[src/rtl/mem_arbiter.sv]
// mem_arbiter: round-robin arbiter sharing one single-word memory port among NUM_CORES cores.
// Latency: request sampled at edge N drives mem_req after N; ack one edge after mem_ack; 1-cycle DONE gap.
// Backpressure: cores hold core_req until core_ack; BUSY waits on mem_ack (ARB_TIMEOUT_EN adds an abort).
module mem_arbiter #(
    parameter int NUM_CORES      = 2,
    parameter int ADDR_WIDTH     = 32,
    parameter int DATA_WIDTH     = 32,
    parameter int TIMEOUT_CYCLES = 255
) (
    input  logic                            clk,
    input  logic                            reset,
    input  logic [NUM_CORES-1:0]            core_req,
    input  logic [NUM_CORES-1:0]            core_we,
    input  logic [NUM_CORES*ADDR_WIDTH-1:0] core_addr,
    input  logic [NUM_CORES*DATA_WIDTH-1:0] core_wdata,
    output logic [NUM_CORES-1:0]            core_ack,
    output logic [NUM_CORES-1:0]            core_err,
    output logic [DATA_WIDTH-1:0]           core_rdata,
    output logic [NUM_CORES-1:0]            core_gnt,
    output logic                            mem_req,
    output logic                            mem_we,
    output logic [ADDR_WIDTH-1:0]           mem_addr,
    output logic [DATA_WIDTH-1:0]           mem_wdata,
    input  logic [DATA_WIDTH-1:0]           mem_rdata,
    input  logic                            mem_ack,
    output logic                            busy
);

    localparam int PW  = (NUM_CORES > 1) ? $clog2(NUM_CORES) : 1;
    localparam int PW1 = PW + 1;

    localparam logic [1:0] ST_IDLE = 2'd0;
    localparam logic [1:0] ST_BUSY = 2'd1;
    localparam logic [1:0] ST_DONE = 2'd2;

    logic [1:0]            state_q,     state_d;
    logic [PW-1:0]         ptr_q,       ptr_d;
    logic [PW-1:0]         gidx_q,      gidx_d;
    logic                  mem_req_q,   mem_req_d;
    logic                  mem_we_q,    mem_we_d;
    logic [ADDR_WIDTH-1:0] mem_addr_q,  mem_addr_d;
    logic [DATA_WIDTH-1:0] mem_wdata_q, mem_wdata_d;
    logic [NUM_CORES-1:0]  gnt_q,       gnt_d;
    logic [NUM_CORES-1:0]  ack_q,       ack_d;
    logic [DATA_WIDTH-1:0] rdata_q,     rdata_d;

    logic [NUM_CORES-1:0]  req_rot;
    logic [PW1-1:0]        win_off;
    logic [PW1-1:0]        win_sum;
    logic [PW-1:0]         win_idx;
    logic                  win_vld;

    // Rotate requests so bit 0 is the core at ptr; the lowest set bit is the winner's offset.
    always_comb begin
        req_rot = NUM_CORES'({core_req, core_req} >> ptr_q);
        win_off = '0;
        win_vld = 1'b0;
        for (int k = NUM_CORES - 1; k >= 0; k--) begin
            if (req_rot[k]) begin
                win_off = PW1'(k);
                win_vld = 1'b1;
            end
        end
        win_sum = {1'b0, ptr_q} + win_off;
        if (win_sum >= PW1'(NUM_CORES)) begin
            win_sum = win_sum - PW1'(NUM_CORES);
        end
        win_idx = win_sum[PW-1:0];
    end

`ifdef ARB_TIMEOUT_EN
    localparam int TW = ($clog2(TIMEOUT_CYCLES + 1) > 8) ? $clog2(TIMEOUT_CYCLES + 1) : 8;

    logic [TW-1:0]         to_cnt_q, to_cnt_d;
    logic [NUM_CORES-1:0]  err_q,    err_d;
    logic                  to_hit;

    assign to_hit   = (to_cnt_q == TW'(TIMEOUT_CYCLES - 1));
    assign core_err = err_q;
`else
    logic unused_timeout;

    assign unused_timeout = TIMEOUT_CYCLES[0];
    assign core_err       = '0;
`endif

    always_comb begin
        state_d     = state_q;
        ptr_d       = ptr_q;
        gidx_d      = gidx_q;
        mem_req_d   = mem_req_q;
        mem_we_d    = mem_we_q;
        mem_addr_d  = mem_addr_q;
        mem_wdata_d = mem_wdata_q;
        gnt_d       = gnt_q;
        ack_d       = '0;
        rdata_d     = rdata_q;
`ifdef ARB_TIMEOUT_EN
        err_d       = '0;
        to_cnt_d    = to_cnt_q;
`endif
        case (state_q)
            ST_IDLE: begin
                if (win_vld) begin
                    gidx_d      = win_idx;
                    gnt_d       = NUM_CORES'(1) << win_idx;
                    mem_req_d   = 1'b1;
                    mem_we_d    = core_we[win_idx];
                    mem_addr_d  = core_addr[win_idx * ADDR_WIDTH +: ADDR_WIDTH];
                    mem_wdata_d = core_wdata[win_idx * DATA_WIDTH +: DATA_WIDTH];
                    state_d     = ST_BUSY;
`ifdef ARB_TIMEOUT_EN
                    to_cnt_d    = '0;
`endif
                end
            end
            ST_BUSY: begin
                // mem_ack wins over a coincident timeout.
                if (mem_ack) begin
                    mem_req_d = 1'b0;
                    rdata_d   = mem_rdata;
                    ack_d     = NUM_CORES'(1) << gidx_q;
                    state_d   = ST_DONE;
                end
`ifdef ARB_TIMEOUT_EN
                else if (to_hit) begin
                    mem_req_d = 1'b0;
                    rdata_d   = DATA_WIDTH'(32'hDEAD_BEEF);
                    ack_d     = NUM_CORES'(1) << gidx_q;
                    err_d     = NUM_CORES'(1) << gidx_q;
                    state_d   = ST_DONE;
                end else begin
                    to_cnt_d  = to_cnt_q + 1'b1;
                end
`endif
            end
            ST_DONE: begin
                ptr_d   = (gidx_q == PW'(NUM_CORES - 1)) ? '0 : gidx_q + 1'b1;
                gnt_d   = '0;
                state_d = ST_IDLE;
            end
            default: state_d = ST_IDLE;
        endcase
    end

    always_ff @(posedge clk or posedge reset) begin
        if (reset) begin
            state_q     <= ST_IDLE;
            ptr_q       <= '0;
            gidx_q      <= '0;
            mem_req_q   <= 1'b0;
            mem_we_q    <= 1'b0;
            mem_addr_q  <= '0;
            mem_wdata_q <= '0;
            gnt_q       <= '0;
            ack_q       <= '0;
            rdata_q     <= '0;
`ifdef ARB_TIMEOUT_EN
            err_q       <= '0;
            to_cnt_q    <= '0;
`endif
        end else begin
            state_q     <= state_d;
            ptr_q       <= ptr_d;
            gidx_q      <= gidx_d;
            mem_req_q   <= mem_req_d;
            mem_we_q    <= mem_we_d;
            mem_addr_q  <= mem_addr_d;
            mem_wdata_q <= mem_wdata_d;
            gnt_q       <= gnt_d;
            ack_q       <= ack_d;
            rdata_q     <= rdata_d;
`ifdef ARB_TIMEOUT_EN
            err_q       <= err_d;
            to_cnt_q    <= to_cnt_d;
`endif
        end
    end

    assign core_ack   = ack_q;
    assign core_rdata = rdata_q;
    assign core_gnt   = gnt_q;
    assign mem_req    = mem_req_q;
    assign mem_we     = mem_we_q;
    assign mem_addr   = mem_addr_q;
    assign mem_wdata  = mem_wdata_q;
    assign busy       = (state_q != ST_IDLE);

endmodule

[config.mk]
export PLATFORM = sky130hd
export DESIGN_NAME = mem_arbiter
export DESIGN_NICKNAME = d
export VERILOG_FILES = /design/src/rtl/mem_arbiter.sv
export SDC_FILE = /design/constraint.sdc
export NUM_CORES = 1
export LEC_CHECK = 0
export CAP_MARGIN = 20
export CORE_ASPECT_RATIO = 1.75
export CORE_UTILIZATION = 35
export DETAILED_ROUTE_END_ITERATION = 10
export GPL_TIMING_DRIVEN = 0
export PLACE_DENSITY = 0.71
export SETUP_SLACK_MARGIN = 0.3
export SYNTH_ARGS = -nofsm -noshare
export SYNTH_HDL_FRONTEND = slang
export SYNTH_SLANG_ARGS = --single-unit
[constraint.sdc]
create_clock -name clk -period 8.4 [get_ports clk]
set_input_delay 0.84 -clock clk [delete_from_list [all_inputs] [get_ports clk]]
set_output_delay 0.84 -clock clk [all_outputs]
set_load 0.005 [all_outputs]
==> tab_implementation.tex <==
\begin{tabular}{lr}
\hline
Metric & Value \\
\hline
\multicolumn{2}{l}{\textbf{CTS}} \\
Postcts setup bufs & 0 \\
CTS tree & done \\
Buffer levels on the longest clock path & 2 \\
Cell chosen for the clock root & clkbuf\_16 \\
Post-cts repair resize count & 0 \\
Number of buffers added by the clock tree synthesis step & 9 \\
CTS Sinks & 106 \\
Hold Buf Count CTS & 0 \\
CTS clock-pin slew for the worst setup and hold paths & 0.08 ns \\
Clock latency on the worst-skew pair & 0.36 ns \\
CTS H-tree depth & 3 \\
\multicolumn{2}{l}{\textbf{Drt}} \\
Average wire length per cell after detail routing & 22.2 um \\
Routed via count & 5507 \\
Count of antenna-violating nets left after detailed routing & 0 \\
Residual DRC & 0 \\
Count of routing violations after the opening detailed-route iteration & 290 \\
Average vias per placed instance & 5.95 \\
Routed Wire Length & 20600 um \\
First-pass iteration count of the detailed router & 5 \\
\multicolumn{2}{l}{\textbf{Timing}} \\
Minimum clock period after layout & 2.87 ns \\
Final TNS setup & 0 ns \\
Setup repair after global routing missed its margin & no \\
Final critical-path setup slack & 5.53 ns \\
Max\_slew headroom & 54.7\% \\
Transition time at the pin with the least slew margin & 0.680 ns \\
Final hold violations & 0 \\
Final Cycle Share & 34.2\% \\
Number of max-slew violations in the final report & 0 \\
Setup-violating endpoint count in the final report & 0 \\
Layout Skew & 0.0107 ns \\
Highest achievable clock rate & 0.348 GHz \\
\multicolumn{2}{l}{\textbf{Flow run}} \\
Max-Cap Viols & 0 \\
\multicolumn{2}{l}{\textbf{Run status}} \\
Status & finished clean \\
\multicolumn{2}{l}{\textbf{Worst setup path}} \\
Family of cells with the greatest summed delay on the critical path & buffers and inverters \\
Setup crit end kind & output port \\
Data required time of the worst path & 7.56 ns \\
Top fanout value on the critical path & 10 \\
Setup crit start kind & register \\
Critical Path, Cell by Cell & nor2\_4 > inv\_2 > clkbuf\_1 > clkdlybuf4s50\_1 \\
Reg2reg setup slack & 6.54 ns \\
Buffering stage count on the worst path with inverters included & 3 \\
Crit path largest cell delay & 0.60 ns \\
Slowest cell on the critical path & clkdlybuf4s50\_1 \\
Crit path arrival time & 2.03 ns \\
CP Class & reg -> out \\
\multicolumn{2}{l}{\textbf{Finish}} \\
Ratio of cells with drive above 1 in the final layout & 11.1\% \\
Sequential cell area & 0.00265 sq mm \\
Fin nets & 907 \\
Area of combinational cells with multiple inputs & 0.00218 sq mm \\
Area growth from synthesis to layout & 62.7\% \\
Filler cell count in the final layout & 1262 \\
\multicolumn{2}{l}{\textbf{Place}} \\
HPWL reported at the end of detailed placement & 15500 um \\
Post-Place Setup Slack & 5.89 ns \\
IO buf count & 267 \\
Global placer's final weighted congestion & 0.917 \\
\multicolumn{2}{l}{\textbf{Worst hold path}} \\
Class of the worst hold path & reg -> reg \\
\multicolumn{2}{l}{\textbf{Pwr}} \\
Internal power contribution & 1.73 mW \\
Total power density per cell area & 326 mW/mm\^{}2 \\
Portion of total power attributed to sequential cells & 33.0\% \\
Largest vdd supply drop & 0.000158 V \\
Leakage & 3.31 nW \\
Switching power of the nets & 1.01 mW \\
Switching share of total power & 37.0\% \\
Portion of total power attributed to the clock network & 16.0\% \\
Combinational Power Share & 51.0\% \\
\multicolumn{2}{l}{\textbf{Global routing}} \\
Number of global-route vias before repair & 5842 \\
Pin count of the biggest net entering global routing & 57 \\
Wire length of the first global-routing pass & 31000 um \\
Number of antenna violations at the first check in global routing & 1 \\
Overall track demand over capacity in global routing & 26.6\% \\
Total congestion overflow after global routing & 0 \\
\multicolumn{2}{l}{\textbf{Logic synthesis}} \\
Biggest area consumer among synthesized cells & dfrtp\_1 \\
Netlist cell types & 26 \\
Post-synthesis instance area & 0.00517 sq mm \\
Post-synthesis area per instance & 11.2 sq um \\
Number of synthesized register bits & 106 \\
Count of warnings emitted by yosys & 0 \\
Fraction of the yosys area taken by sequential cells & 51.3\% \\
Share of the synthesized area in the top cell type & 51.3\% \\
Top area cells in the synthesized netlist & dfrtp\_1 51\%, o2111ai\_1 16\%, mux2\_2 7.0\%, o21ai\_0 5.1\%, nand3\_1 4.7\% \\
Post-Synthesis Cells & 460 \\
\multicolumn{2}{l}{\textbf{Floorplan}} \\
Starting density of the core & 36.0\% \\
I/O pins & 272 \\
Row cnt & 58 \\
Vert. Die Dim & 163 um \\
Total die area & 0.0153 sq mm \\
Die Wd & 93.8 um \\
Core Box Area & 0.0144 sq mm \\
\hline
\end{tabular}
==> worst paths after layout <==
check	startpoint	end	depth (start not counted)
worst max register to register	state_q[1]$_DFFE_PP0P_	mem_wdata[22]$_DFFE_PP0P_	5
worst min-delay path	gidx_q$_DFFE_PP0P_	core_ack[0]$_DFF_PP0_	1
min in group asynchronous	reset	core_rdata[7]$_DFFE_PP0P_	2
worst min register to register	gidx_q$_DFFE_PP0P_	core_ack[0]$_DFF_PP0_	1
max in group asynchronous	reset	mem_wdata[27]$_DFFE_PP0P_	3
worst max-delay path	state_q[1]$_DFFE_PP0P_	busy	4
==> flip-flops by register name, indices dropped and copies added, names as in the netlist <==
signal,cells
ptr_q,1
state_q,2
core_gnt,2
core_rdata,32
mem_req,1
core_ack,2
mem_we,1
mem_addr,32
mem_wdata,32
gidx_q,1
==> synth_stat cells <==
cell,n
and2_1,1
nand3b_1,1
buf_4,4
buf_6,1
nand3_1,48
nand2b_1,2
inv_1,5
buf_2,24
mux2_2,32
o21ai_0,53
maj3_1,1
o2111a_1,17
o2111ai_1,96
dfrtp_1,106
o21ai_1,1
buf_1,12
nand2_1,3
clkbuf_1,28
a211oi_4,1
a31o_2,1
conb_1,1
o211ai_1,1
a221o_1,17
nor2_4,1
inv_2,1
nor2_1,2
==> power by group through the flow <==
stage,registers (mW),clock network [mW],logic (mW)
4_1_cts,0.901,0.446,1.40
2_1_floorplan,0.904,0,0.576
3_3_place_gp,0.895,0,1.37
5_1_grt,0.928,0.463,1.49
6_report,0.903,0.438,1.40
3_5_place_dp,0.907,0,1.39
==> area by class of cell <==
class                      instances  area share [%]
timing repair buffer             268            32.1
sequential                       106            31.6
multi-input combinational        280            26.0
buffer                            69            3.71
clock buffer                      10            2.84
tap                              180            2.68
clock inverter                     6           0.774
inverter                           6           0.298
antenna                            1          0.0298
==> cells by family after synthesis <==
| kind of cell | share of synthesized area (%) |
|---|---|
| other | 0.0726 |
| adders and majority gates | 0.194 |
| DFF | 51.3 |
| and+or+nand+nor | 5.74 |
| AOI/OAI and AO/OA | 29.2 |
| muxes | 6.98 |
| buffers and inverters | 6.47 |
==> routing by layer <==
layer	global-route usage (%)	vias up	part of all wire, %
met4	15.9	0	5.0
met1	29.4	2704	35
met2	46.2	303	53
li1	-	2426	-
met5	0	-	0
met3	5.70	74	7.1
==> through the flow <==
step	hold WS, ns	area [sq um]	std cells	power [mW]	util (%)
3_5_place_dp	0.476	8100	909	2.30	56.4
3_3_place_gp	0.462	8070	908	2.26	56.1
4_1_cts	0.496	8400	925	2.75	58.5
2_1_floorplan	0.428	5170	461	1.48	-
5_1_grt	0.515	8400	926	2.88	58.5
6_report	0.489	8400	926	2.74	58.5
==> placed cells by master (no fill, tap or decap), drive strengths merged, types with 2 or more instances in the layout <==
cell type and n:
conb 2, o2111ai 96, a221o 17, o2111a 17
nor2 3, mux2 32, nand3 48, dfrtp 106
nand2 3, clkbuf 38, nand2b 2, buf 42
inv 11, clkdlybuf4s50 267, o21ai 54
Power figures use the tool's default switching activity.
